--- config.mk ---
export PLATFORM = sky130hd
export DESIGN_NAME = dmem_arbiter
export DESIGN_NICKNAME = d
export VERILOG_FILES = /design/src/rtl/dmem_arbiter.sv
export SDC_FILE = /design/constraint.sdc
export NUM_CORES = 1
export LEC_CHECK = 0
export ABC_AREA = 1
export CORE_AREA = 2 2 118 120
export DETAILED_ROUTE_END_ITERATION = 12
export DIE_AREA = 0 0 120 122
export GPL_TIMING_DRIVEN = 0
export SLEW_MARGIN = 20
export SYNTH_ARGS = -nofsm -noshare
export SYNTH_HDL_FRONTEND = slang
export SYNTH_SLANG_ARGS = --single-unit
--- constraint.sdc ---
create_clock -name clock -period 3.4 [get_ports clock]
set_clock_uncertainty 0.2 [all_clocks]
set_input_delay 1.02 -clock clock [delete_from_list [all_inputs] [get_ports clock]]
set_output_delay 1.02 -clock clock [all_outputs]
set_load 0.005 [all_outputs]
--- src/rtl/dmem_arbiter.sv ---
// dmem_arbiter: shares the single-port data memory between the pipeline MEM
// stage (core port) and an external loader/debug master (ext port).
// The core has priority. A starvation counter guarantees the ext port a slot.
// Lock mode gives the ext port back-to-back bursts.
//
// Ports
//   clock, reset        rising-edge clock, synchronous active-low reset
//   core_*              MEM-stage request; core_stall is asserted when denied
//   ext_*               valid/ready master port; registered read return
//   mem_*               data memory strobes, address and data (mem_rdata is
//                       combinational)
//   debug_state         0 = S_CORE, 1 = S_EXT
module dmem_arbiter #(
  parameter int STARVE_LIMIT = 4
) (
  input  logic        clock,
  input  logic        reset,
  input  logic        core_mem_read,
  input  logic        core_mem_write,
  input  logic [31:0] core_addr,
  input  logic [31:0] core_wdata,
  output logic [31:0] core_rdata,
  output logic        core_stall,
  input  logic        ext_valid,
  input  logic        ext_we,
  input  logic        ext_lock,
  input  logic [31:0] ext_addr,
  input  logic [31:0] ext_wdata,
  output logic        ext_ready,
  output logic        ext_rvalid,
  output logic [31:0] ext_rdata,
  output logic [31:0] mem_addr,
  output logic [31:0] mem_wdata,
  output logic        mem_read,
  output logic        mem_write,
  input  logic [31:0] mem_rdata,
  output logic        debug_state
);

  localparam int CLOG = $clog2(STARVE_LIMIT + 1);
  localparam int CW   = (CLOG > 3) ? CLOG : 3;
  localparam logic [CW-1:0] LIM = CW'(STARVE_LIMIT);

  localparam logic [0:0] S_CORE = 1'b0;
  localparam logic [0:0] S_EXT  = 1'b1;

  logic [0:0]    state, state_nxt;
  logic [CW-1:0] starve_cnt;
  logic          rvalid_q;
  logic          core_req, grant_core, grant_ext;

  // Grant and next-state decode. Holding reset low gates every grant, so
  // all strobes and handshakes are forced to 0 during reset.
  always_comb begin
    core_req   = core_mem_read | core_mem_write;
    grant_ext  = 1'b0;
    grant_core = 1'b0;
    state_nxt  = state;
    if (reset) begin
      case (state)
        S_CORE: begin
          grant_ext  = ext_valid & (!core_req | (starve_cnt == LIM));
          grant_core = core_req & !grant_ext;
          if (grant_ext && ext_lock) state_nxt = S_EXT;
        end
        default: begin
          grant_ext = ext_valid;
          // Leave on a dropped request or on the last (unlocked) beat.
          if (!ext_valid || !ext_lock) state_nxt = S_CORE;
        end
      endcase
    end
  end

  // Memory mux. A simultaneous core read+write is treated as a write.
  always_comb begin
    mem_addr   = '0;
    mem_wdata  = '0;
    mem_read   = 1'b0;
    mem_write  = 1'b0;
    core_rdata = '0;
    if (grant_core) begin
      mem_addr  = core_addr;
      mem_wdata = core_wdata;
      mem_write = core_mem_write;
      mem_read  = core_mem_read & !core_mem_write;
      if (core_mem_read && !core_mem_write) core_rdata = mem_rdata;
    end else if (grant_ext) begin
      mem_addr  = ext_addr;
      mem_wdata = ext_wdata;
      mem_write = ext_we;
      mem_read  = !ext_we;
    end
  end

  assign ext_ready   = grant_ext;
  assign core_stall  = core_req & !grant_core & reset;
  // Gate with reset so a return pending from the cycle before reset is hidden.
  assign ext_rvalid  = rvalid_q & reset;
  assign debug_state = state[0];

  always_ff @(posedge clock) begin
    if (!reset) begin
      state      <= S_CORE;
      starve_cnt <= '0;
      rvalid_q   <= 1'b0;
      ext_rdata  <= '0;
    end else begin
      state <= state_nxt;
      if (grant_ext || !ext_valid || state == S_EXT)
        starve_cnt <= '0;
      else if (grant_core && starve_cnt != LIM)
        starve_cnt <= starve_cnt + 1'b1;
      // rvalid follows the grant state-independently, so a read on the
      // final S_EXT beat still returns data.
      rvalid_q <= grant_ext & !ext_we;
      if (grant_ext && !ext_we) ext_rdata <= mem_rdata;
    end
  end

endmodule
Yosys cells after proc, flatten, opt, wreduce, memory -nomap -nowiden --
Cells that the tools add are included. Widths: inputs -> output; s select.
Word-level totals: register bits after elaboration 37, input bits 167, word-level logic and storage cells 49, output and inout bits 134
Operators by class: bitwise gates (word level) 10, muxes and demuxes 17, $add $sub $neg 1, reductions and logical operators 15, eq/ne operators 2
Operators by type and width (number):
- $mux 32 | 6
- $mux 1 | 11
- $and 1x1->1 | 7
- $logic_not 1->1 | 7
- $logic_and 1x1->1 | 4
- $add 3x1->3 const B | 1
- $eq 3x3->1 const B | 1
- $logic_or 1x1->1 | 3
- $ne 3x3->1 const B | 1
- $or 1x1->1 | 2
- $reduce_or 2->1 | 1
- $not 1->1 | 1

Logic depth before layout (Yosys ltp) --
word-level depth 11, gate-level depth with buffers 10, depth with buffers taken out 9

Worst setup path after synthesis --
OpenSTA, ideal clock, no wires.
kind input-to-output, start input ext_valid, end output mem_addr[0], buffers on the path 2, arrival time 1867 ps, required time 2180 ps, stages 7, path slack 313 ps, path through or2_1 > nand2_2 > and2_4 > buf_6 > buf_4 > nand2_1 > nand2_1
Between the ends: word-level cells in the longest chain between the ends 6, elaborated cells on any way between the ends 9, those cells by class mux (6); bitwise (2); reduce/logical (1)
Ends and longest elaborated chain:
- start: declaration | line 24 | input logic ext_valid,
- $and 1x1->1 | line 62 | grant_ext = ext_valid & (!core_req | (starve_cnt == LIM));
- $logic_not 1->1 | line 63 | grant_core = core_req & !grant_ext;
- $and 1x1->1 | line 63
- $mux 1 | line 60 | case (state)
- $mux 1 | line 59 | if (reset) begin
- $mux 32 * | line 82 | if (grant_core) begin
- end: declaration | line 32 | output logic [31:0] mem_addr,
Mark *: on every way between the ends. The rest lies on a longest branch, timed or not.

Final worst setup path --
start input ext_valid, end output core_rdata[13]
Between the ends: word-level cells in the longest chain between the ends 6
Ends and longest elaborated chain:
- $and 1x1->1 | line 62
- $logic_not 1->1 | line 63
- $and 1x1->1 | line 63
- $mux 1 | line 60
- $mux 1 | line 59
- $mux 32 | line 82
- end: declaration | line 22 | output logic [31:0] core_rdata,
No other way between the ends.

==> flow_summary_export.csv <==
group,metric,value,unit
final_layout,fin_cells,975,
critical_path,critPathMaxFanout,6,
critical_path,arrival,2.23,ns
synthesis,avgSynthCellArea,5.41,um^2
placement,dp.cells,942,
global_route,grt_pass1_wl,21.0,mm
drt,vias,3967,
final_layout,layout.nets,961,
final_layout,area_growth,150,%
synthesis,synth_edf_count,0,
synthesis,yosysSeqAreaShare,29.6,%
global_route,antenna_found_initial,3,
synthesis,synth_area,2500,um^2
critical_path,startpoint_type,"input pin",
sta,grt_setup_unrepaired,"true",
floorplan,rows,43,
final_layout,drive_gt1_share,28.2,%
clock_tree,tritoncts,"yes",
floorplan,die_area,14600,um^2
global_route,grt_pass1_vias,3791,
synthesis,yosysWarnings,0,
pwr,vdd_drop_max,0.000229,V
synthesis,synth_ff_type,"dfxtp_1",
placement,gp_congestion,0.800,
floorplan,die_w,120,um
final_layout,n_fill_cell,1427,
global_route,track_usage,18.5,%
outcome,status,"finished, violations left",
global_route,met2_usage,33.3,%
drt,vias_per_cell,4.07,
drt,antenna_left,0,
floorplan,die_h,122,um
clock_tree,path_clk_slew,0.05,ns
global_route,grt_util_met3,6.18,%
outcome,violations,"setup timing",
sta,worst_slew_pin_slew,0.368,ns
global_route,gr-total-overflow,0,
final_layout,final_util,46.3,%
global_route,grt_use_met1,20.9,%
critical_path,end_kind,"output pin",
sta,final_max_slew_viol_count,0,
synthesis,synth_common_cells,"nand2_1, nor2_1, inv_1, dfxtp_1, o21ai_0",
drt,drt-total-wl,14.5,mm
sta,period_needed,3.45,ns
global_route,busiest_layer,"met2",
pwr,p_leak,3.21,nW
clock_tree,clock_sinks,37,
drt,first_pass_iters,4,
pwr,powerDensity,251,nW/um^2
clock_tree,ctsRootBufferMaster,"clkbuf_16",
synthesis,syn_nets,631,
clock_tree,clkLatencyLatePin,0.28,ns
clock_tree,cts_buffers,5,
sta,final_hold_viol_count,0,
synthesis,synth_top_area_share,30.2,%
floorplan,ioPinCount,301,
pwr,power,1.57,mW
floorplan,core_area,13500,um^2
synthesis,ys_async_sr_fraction,0,%
sta,setup_slack,-0.0541,ns
synthesis,synth_area_leaders,"nand2_1, dfxtp_1, nor2_1",
floorplan,initial_core_util,18.5,%
worst_hold_path,hold_class,"register to register",
synthesis,netlist_instances,462,
sta,fmax,290,MHz
placement,port-buffer-count,300,
synthesis,ys_seq_elements,37,
sta,final.period_utilization,102,%
global_route,grt_max_degree,16,
drt,drc,0,
drt,drt_iter0_markers,99,
synthesis,synthMostInstantiatedCell,"nand2_1",
critical_path,crit_type,"input pin to output pin",
synthesis,synth_area_leader_cell,"nand2_1",
sta,relSlewSlack,75.5,%
flow_run,maxCapViolCount,0,
clock_tree,htree_num_levels,2,
critical_path,cp.required,2.18,ns
placement,dpl.hpwl,11.3,mm
sta,setup-violations-final,24,
clock_tree,clk_path_buf_depth,2,
synthesis,yosysUniqueCellTypes,24,
drt,wl_per_cell,14.9,um
## repair_timing
item,4_1_cts,5_1_grt
hold buffers,0,0
gates cloned,4,0
gates resized for setup,437,101
pin swaps,10,21
endpoints found under the setup margin,101,97
buffers inserted,16,7
## path summary, 6_finish.rpt
| path | startpoint | end | slack (ns) | cells after the start |
|---|---|---|---|---|
| setup / recovery | ext_valid | core_rdata[13] | -0.05 | 10 |
| hold / removal | starve_cnt[0] | starve_cnt[0] | 0.28 | 2 |
| hold reg to reg | starve_cnt[0] | starve_cnt[0] | 0.28 | 2 |
| setup reg to reg | starve_cnt[0] | ext_rdata[23] | 1.42 | 11 |
## flip-flops by register name, indices dropped and copies added, names as in the netlist
signal       cells
debug_state      1
ext_rdata       32
rvalid_q         1
starve_cnt       3
## area by class of cell
type,instances,area [um^2],share of cell area (%)
inverters,47,188,3.00
clock inverters,1,30.0,0.480
clock buffers,7,143,2.28
plain buffers,25,284,4.54
repair buffers,324,2920,46.7
well taps,180,225,3.60
multi-input cells,352,1720,27.5
diodes,2,5.00,0.0800
flip-flops and latches,37,741,11.8
## where the power goes
group          switching (mW)  total (mW)  internal (mW)
sequential            0.00541       0.450          0.445
combinational           0.226       0.580          0.354
clock                   0.173       0.540          0.366
total                   0.405        1.57           1.17
## placed cells by master (no fill, tap or decap), types with 2 or more instances in the layout
cell type	count
nand3_1	2
clkdlybuf4s50_1	196
clkbuf_1	3
buf_12	4
buf_8	13
nand2_4	14
buf_2	64
dlygate4sd2_1	2
nand2_1	154
o21ai_0	31
clkbuf_2	16
clkdlybuf4s15_1	9
dfxtp_1	37
clkdlybuf4s15_2	3
o21ai_1	3
ha_1	2
inv_1	41
nor2_4	6
buf_6	24
diode_2	2
clkbuf_16	5
nor2_2	12
nand4_1	2
nand2_8	2
nand2_2	35
nor2_1	83
inv_4	4
buf_4	14
## per-layer routing
metal  part of all wire (%)  routed length (um)  vias up
li1                       -                   -     2028
met1                     39                5650     1743
met2                     50                7220      178
met3                    9.8                1420       16
met4                    1.2                 176        2
met5                   0.12                  17        -
## through the flow
step                area, um^2  hold slack, ns  worst slack, ns  setup TNS (ns)
floorplan                 2500           0.254            0.313               0
global placement          5730           0.274            -1.10          -96.20
detailed placement        5730           0.278            -1.14          -99.29
CTS                       6080           0.286           -0.100           -1.72
global route              6250           0.324           -0.111           -2.71
finish                    6260           0.284          -0.0541          -0.615
## cells by family (layout without fill, tap and decap cells)
kind of cell	count (synthesis)	count (layout)	synth area share [%]
compound gates	35	35	7.01
fa+ha+maj	2	2	1.00
buf+inv	73	404	13.1
flops	37	37	29.6
other cells	0	2	0
simple gates	315	315	49.3
## worst max-delay path, cell delays in order
cell	delay [ns]
buf_6	0.09
or2_4	0.23
nand2_4	0.07
and2_4	0.16
buf_12	0.12
nand2_8	0.07
buf_8	0.13
buf_8	0.13
nor2_2	0.09
buf_2	0.11
(Power assumes the default switching activity.)
==> RTL edit 1 (config.mk and constraints unchanged) <==
Put a register stage on the output `debug_state`, without a reset. The value now appears one clock later. The other outputs are not delayed to match.
--- a/src/rtl/dmem_arbiter.sv
+++ b/src/rtl/dmem_arbiter.sv
@@ -97,7 +97,9 @@
   assign core_stall  = core_req & !grant_core & reset;
   // Gate with reset so a return pending from the cycle before reset is hidden.
   assign ext_rvalid  = rvalid_q & reset;
-  assign debug_state = state[0];
+  always_ff @(posedge clock) begin
+    debug_state <= state[0];
+  end
 
   always_ff @(posedge clock) begin
     if (!reset) begin
Behaviour: not the same (Yosys sat finds a counterexample within 4 cycles, from zero or initial values and one cycle with reset low).
==> RTL edit 1 against the unedited design <==
The flow still finishes with violations (negative setup slack). Total power fell by 2.9%. Final cell count rose by 1.3%. Setup slack got worse by 0.025 ns. Maximum frequency fell by 0.72%. Final area rose by 0.84%. Sequential cell count rose by 1. Routed wire length rose by 1.3%. Area after synthesis rose by 0.80%. Critical path type unchanged. Highest routed layer is now met4.
==> RTL edit 1: results (changes against the unedited design) <==
stage,metric,value,unit,change
power,swShare,27.2,%,+1.4 points
synthesis,syn_nets,632,,+0.16%
timing,worst_slew_pin_slew,0.336,ns,-0.0321 ns
cts,cts_root_buf,clkbuf_16,,
cts,clockBufferDepth,2,,unchanged
synthesis,synth_area_leaders,"dfxtp_1, nand2_1, nor2_1, inv_1, o21ai_0",,
grt,grt_pass1_wl,21700,µm,+3.0%
detailed_routing,wl_met1,5680,µm,+0.55%
cts,cts_inserted_buffers,5,,unchanged
synthesis,ys_top_cells_by_count,"nand2_1, nor2_1, inv_1",,
setup_path,r2r-end,ext_rdata[24],,
placed_design,port-buffer-count,300,,unchanged
final_layout,reg.largest.list,"ext_rdata: 32 flops, starve_cnt: 3 flops",,
setup_path,path_max_fanout,6,,unchanged
grt,use_met2,34.7,%,+1.4 points
grt,grt_use_met3,4.92,%,-1.3 points
grt,antenna_found_initial,2,,-1
hold_path,min_path_type,reg2reg,,
detailed_routing,viasPerCell,4.10,,+0.67%
hold_path,hold_depth,0,,-2
synthesis,synth_seq_area_share,30.2,%,+0.56 points
grt,grt_max_degree,15,,-1
run_status,outcome,finished with violations,,
timing,fin_ws,-0.0790,ns,-0.0250 ns
placed_design,place_congestion,0.847,,+6.0%
grt,use_met1,20.9,%,-0.076 points
power,power.total,0.00153,W,-2.9%
grt,grt_usage,18.7,%,+0.25 points
placed_design,post_dp_cell_area,0.00575,mm²,+0.35%
synthesis,ys.flop_type,dfxtp_1,,
setup_path,cp-endpoint,mem_wdata[17],,
detailed_routing,wl_met3,1190,µm,-16%
setup_path,arrival,2.26,ns,+0.03 ns
detailed_routing,wl,14700,µm,+1.3%
final_layout,nNetsFinal,974,,+1.4%
grt,first_global_vias,4042,,+6.6%
synthesis,async_reset_ff_share,0,%,unchanged
final_layout,final_layout_size_suffix_gt1_share,31.1,%,+2.9 points
setup_path,rr_worst_depth,11,,unchanged
power,cellLeakagePower,3.27,nW,+1.7%
cts,insertion_delay,0.27,ns,
power,ir_drop,0.000271,V,+18%
cts,clk_pin_slew_worst_paths,0.06,ns,
detailed_routing,drtPass1Iterations,4,,unchanged
power,pg_clk,0.000468,W,-13%
synthesis,ys_types,24,,unchanged
hold_path,holdPathEnd,debug_state,,
run_status,violations,negative setup slack,,
placed_design,place.detailed.hpwl,11300,µm,+0.68%
timing,setup_viol,39,,+63%
power,comb_cell_power,0.000594,W,+2%
setup_path,r2r_slack,1.37,ns,-0.05 ns
detailed_routing,route.met2.wl,7490,µm,+3.8%
cts,h-tree-depth,2,,unchanged
setup_path,worstReg2RegStart,starve_cnt[0],,
hold_path,min_from,state,,
setup_path,crit_start,ext_valid,,
detailed_routing,drtIter0Drc,131,,+32%
detailed_routing,top_layer_used,met4,,
==> RTL edit 1: cell types whose count changed in the layout (fill, tap and decap cells not counted), moves of 3 or more <==
| cell | delta |
|---|---|
| nand2_2 | +14 |
| buf_6 | +13 |
| buf_2 | +9 |
| nand2_1 | -9 |
| clkdlybuf4s15_1 | -7 |
| nand2_4 | -4 |
| nor2_1 | +3 |
| nor2_2 | -3 |
==> RTL edit 1: what timing repair did <==
action | in CTS | in global routing
pin swaps | 21 | 15
endpoints found under the setup margin | 101 | 94
hold buffers | 0 | 0
cloned | 5 | 0
buffers inserted | 29 | 5
resized for setup | 483 | 83
==> RTL edit 1: cell families (layout without fill, tap and decap cells) <==
family          after synthesis  in the layout  share of synthesized area [%]
buf+inv                      73            416                           13.0
compound gates               35             35                           6.95
flops                        38             38                           30.2
fa+ha+maj                     2              2                          0.993
simple gates                315            315                           48.9
other cells                   0              2                              0
==> RTL edit 1: cell type report <==
cell class	instances	area (µm²)
fillers	1378	7200
plain buffers	24	260
flip-flops and latches	38	761
well taps	180	225
clock buffers	6	139
repair buffers	337	3020
diodes	2	5.00
inverters	47	185
clock inverters	2	12.5
multi-input cells	352	1700
==> RTL edit 1: metrics by stage <==
stage               hold slack [ns]  TNS [ns]  std cells  setup WS, ns  utilization, %
detailed placement            0.155    -99.23        943         -1.14            42.6
global placement              0.153    -94.83        943         -1.07            42.6
floorplan                     0.144         0        463         0.313               -
CTS                           0.167     -1.26        984       -0.0651            45.9
global route                  0.193     -4.06        988        -0.128            46.7
finish                        0.179     -1.45        988       -0.0790            46.7
==> RTL edit 1: critical path, cell delays in order <==
cell and delay [ns]:
buf_6 0.10, or2_4 0.23, nand2_4 0.07, and2_4 0.21, buf_12 0.15, buf_8 0.11
buf_8 0.12, nand2_2 0.05, nand2_2 0.08, buf_6 0.10
==> RTL edit 2 (same settings) <==
Without the edit above. `STARVE_LIMIT`: 4 -> 8.
--- a/src/rtl/dmem_arbiter.sv
+++ b/src/rtl/dmem_arbiter.sv
@@ -11,7 +11,7 @@
 //                       combinational)
 //   debug_state         0 = S_CORE, 1 = S_EXT
 module dmem_arbiter #(
-  parameter int STARVE_LIMIT = 4
+  parameter int STARVE_LIMIT = 8
 ) (
   input  logic        clock,
   input  logic        reset,
Check against the original RTL: not equivalent (a bounded check fails within 10 cycles, from zero or initial values and one cycle with reset low).
==> RTL edit 2 against the unedited design <==
The run still ends with negative setup slack left. Area after synthesis increased by 6.7%. Total power up 7.9%. Largest power group unchanged. Final area rose by 7.3%. Hold slack worse by 0.024 ns. Highest routed layer is now met4. Setup slack lost 0.13 ns. Sequential cell count increased by 1. Routed wire length increased by 8.6%. Largest cell class unchanged.
==> RTL edit 2: results (changes against the unedited design) <==
stage,metric,value,unit,change
setup_path,rr_worst_depth,10,,-1
setup_path,path_max_fanout,5,,-1
run_status,violations,negative setup slack,,
timing,setup_viol,73,,+200%
final_layout,n_all_buffers,386,,+11%
power,cellLeakagePower,3.31,nW,+3.1%
synthesis,ys_types,23,,-4.2%
synthesis,synth_seq_area_share,28.5,%,-1.1 points
timing,relSlewSlack,68.0,%,-7.5 points
setup_path,cp-endpoint,core_rdata[19],,
grt,grt_usage,20.4,%,+1.9 points
run_status,outcome,finished with violations,,
final_layout,nFillCells,1397,,-2.1%
power,p_int,0.00127,W,+8.8%
final_layout,final_layout_size_suffix_gt1_share,34.1,%,+5.8 points
setup_path,path_delay_family,buffers and inverters,,
setup_path,r2r_slack,1.10,ns,-0.32 ns
grt,first_global_vias,4306,,+14%
final_layout,clockNetworkAreaShare,2.96,%,+0.20 points
placed_design,place_congestion,0.873,,+9.2%
grt,grt_max_degree,17,,+1
timing,fin_ws,-0.185,ns,-0.131 ns
hold_path,holdPathEnd,ext_rdata[27],,
final_layout,reg.largest.list,"ext_rdata: 32 flops, starve_cnt: 4 flops",,
grt,antenna_found_initial,0,,-3
final_layout,multi_input_comb_cells,355,,+0.85%
setup_path,r2r-end,ext_rdata[24],,
RTL edit 2: logic make-up (layout without fill, tap and decap cells):
logic type                 Yosys count  after routing  synth area share [%]
xor gates and xnor gates             1              1                 0.328
buffers and inverters               73            440                  12.5
and+or+nand+nor                    315            315                  50.8
AOI/OAI and AO/OA                   37             37                  6.94
adders and majority gates            2              2                 0.938
DFF                                 38             38                  28.5
RTL edit 2: routing by layer:
| metal | share of wire, % | GRT usage [%] | routed length, µm |
|---|---|---|---|
| met2 | 53 | 38.4 | 8410 |
| met3 | 9.9 | 7.63 | 1550 |
| met1 | 35 | 20.7 | 5490 |
| met4 | 1.8 | 6.47 | 286 |
| met5 | 0 | 0 | 0 |
RTL edit 2: repair_timing:
| action | in CTS | in global routing |
|---|---|---|
| endpoints found under the setup margin | 101 | 98 |
| pin swaps | 20 | 14 |
| setup buffers | 49 | 9 |
| resized for setup | 519 | 67 |
| gates cloned | 6 | 2 |
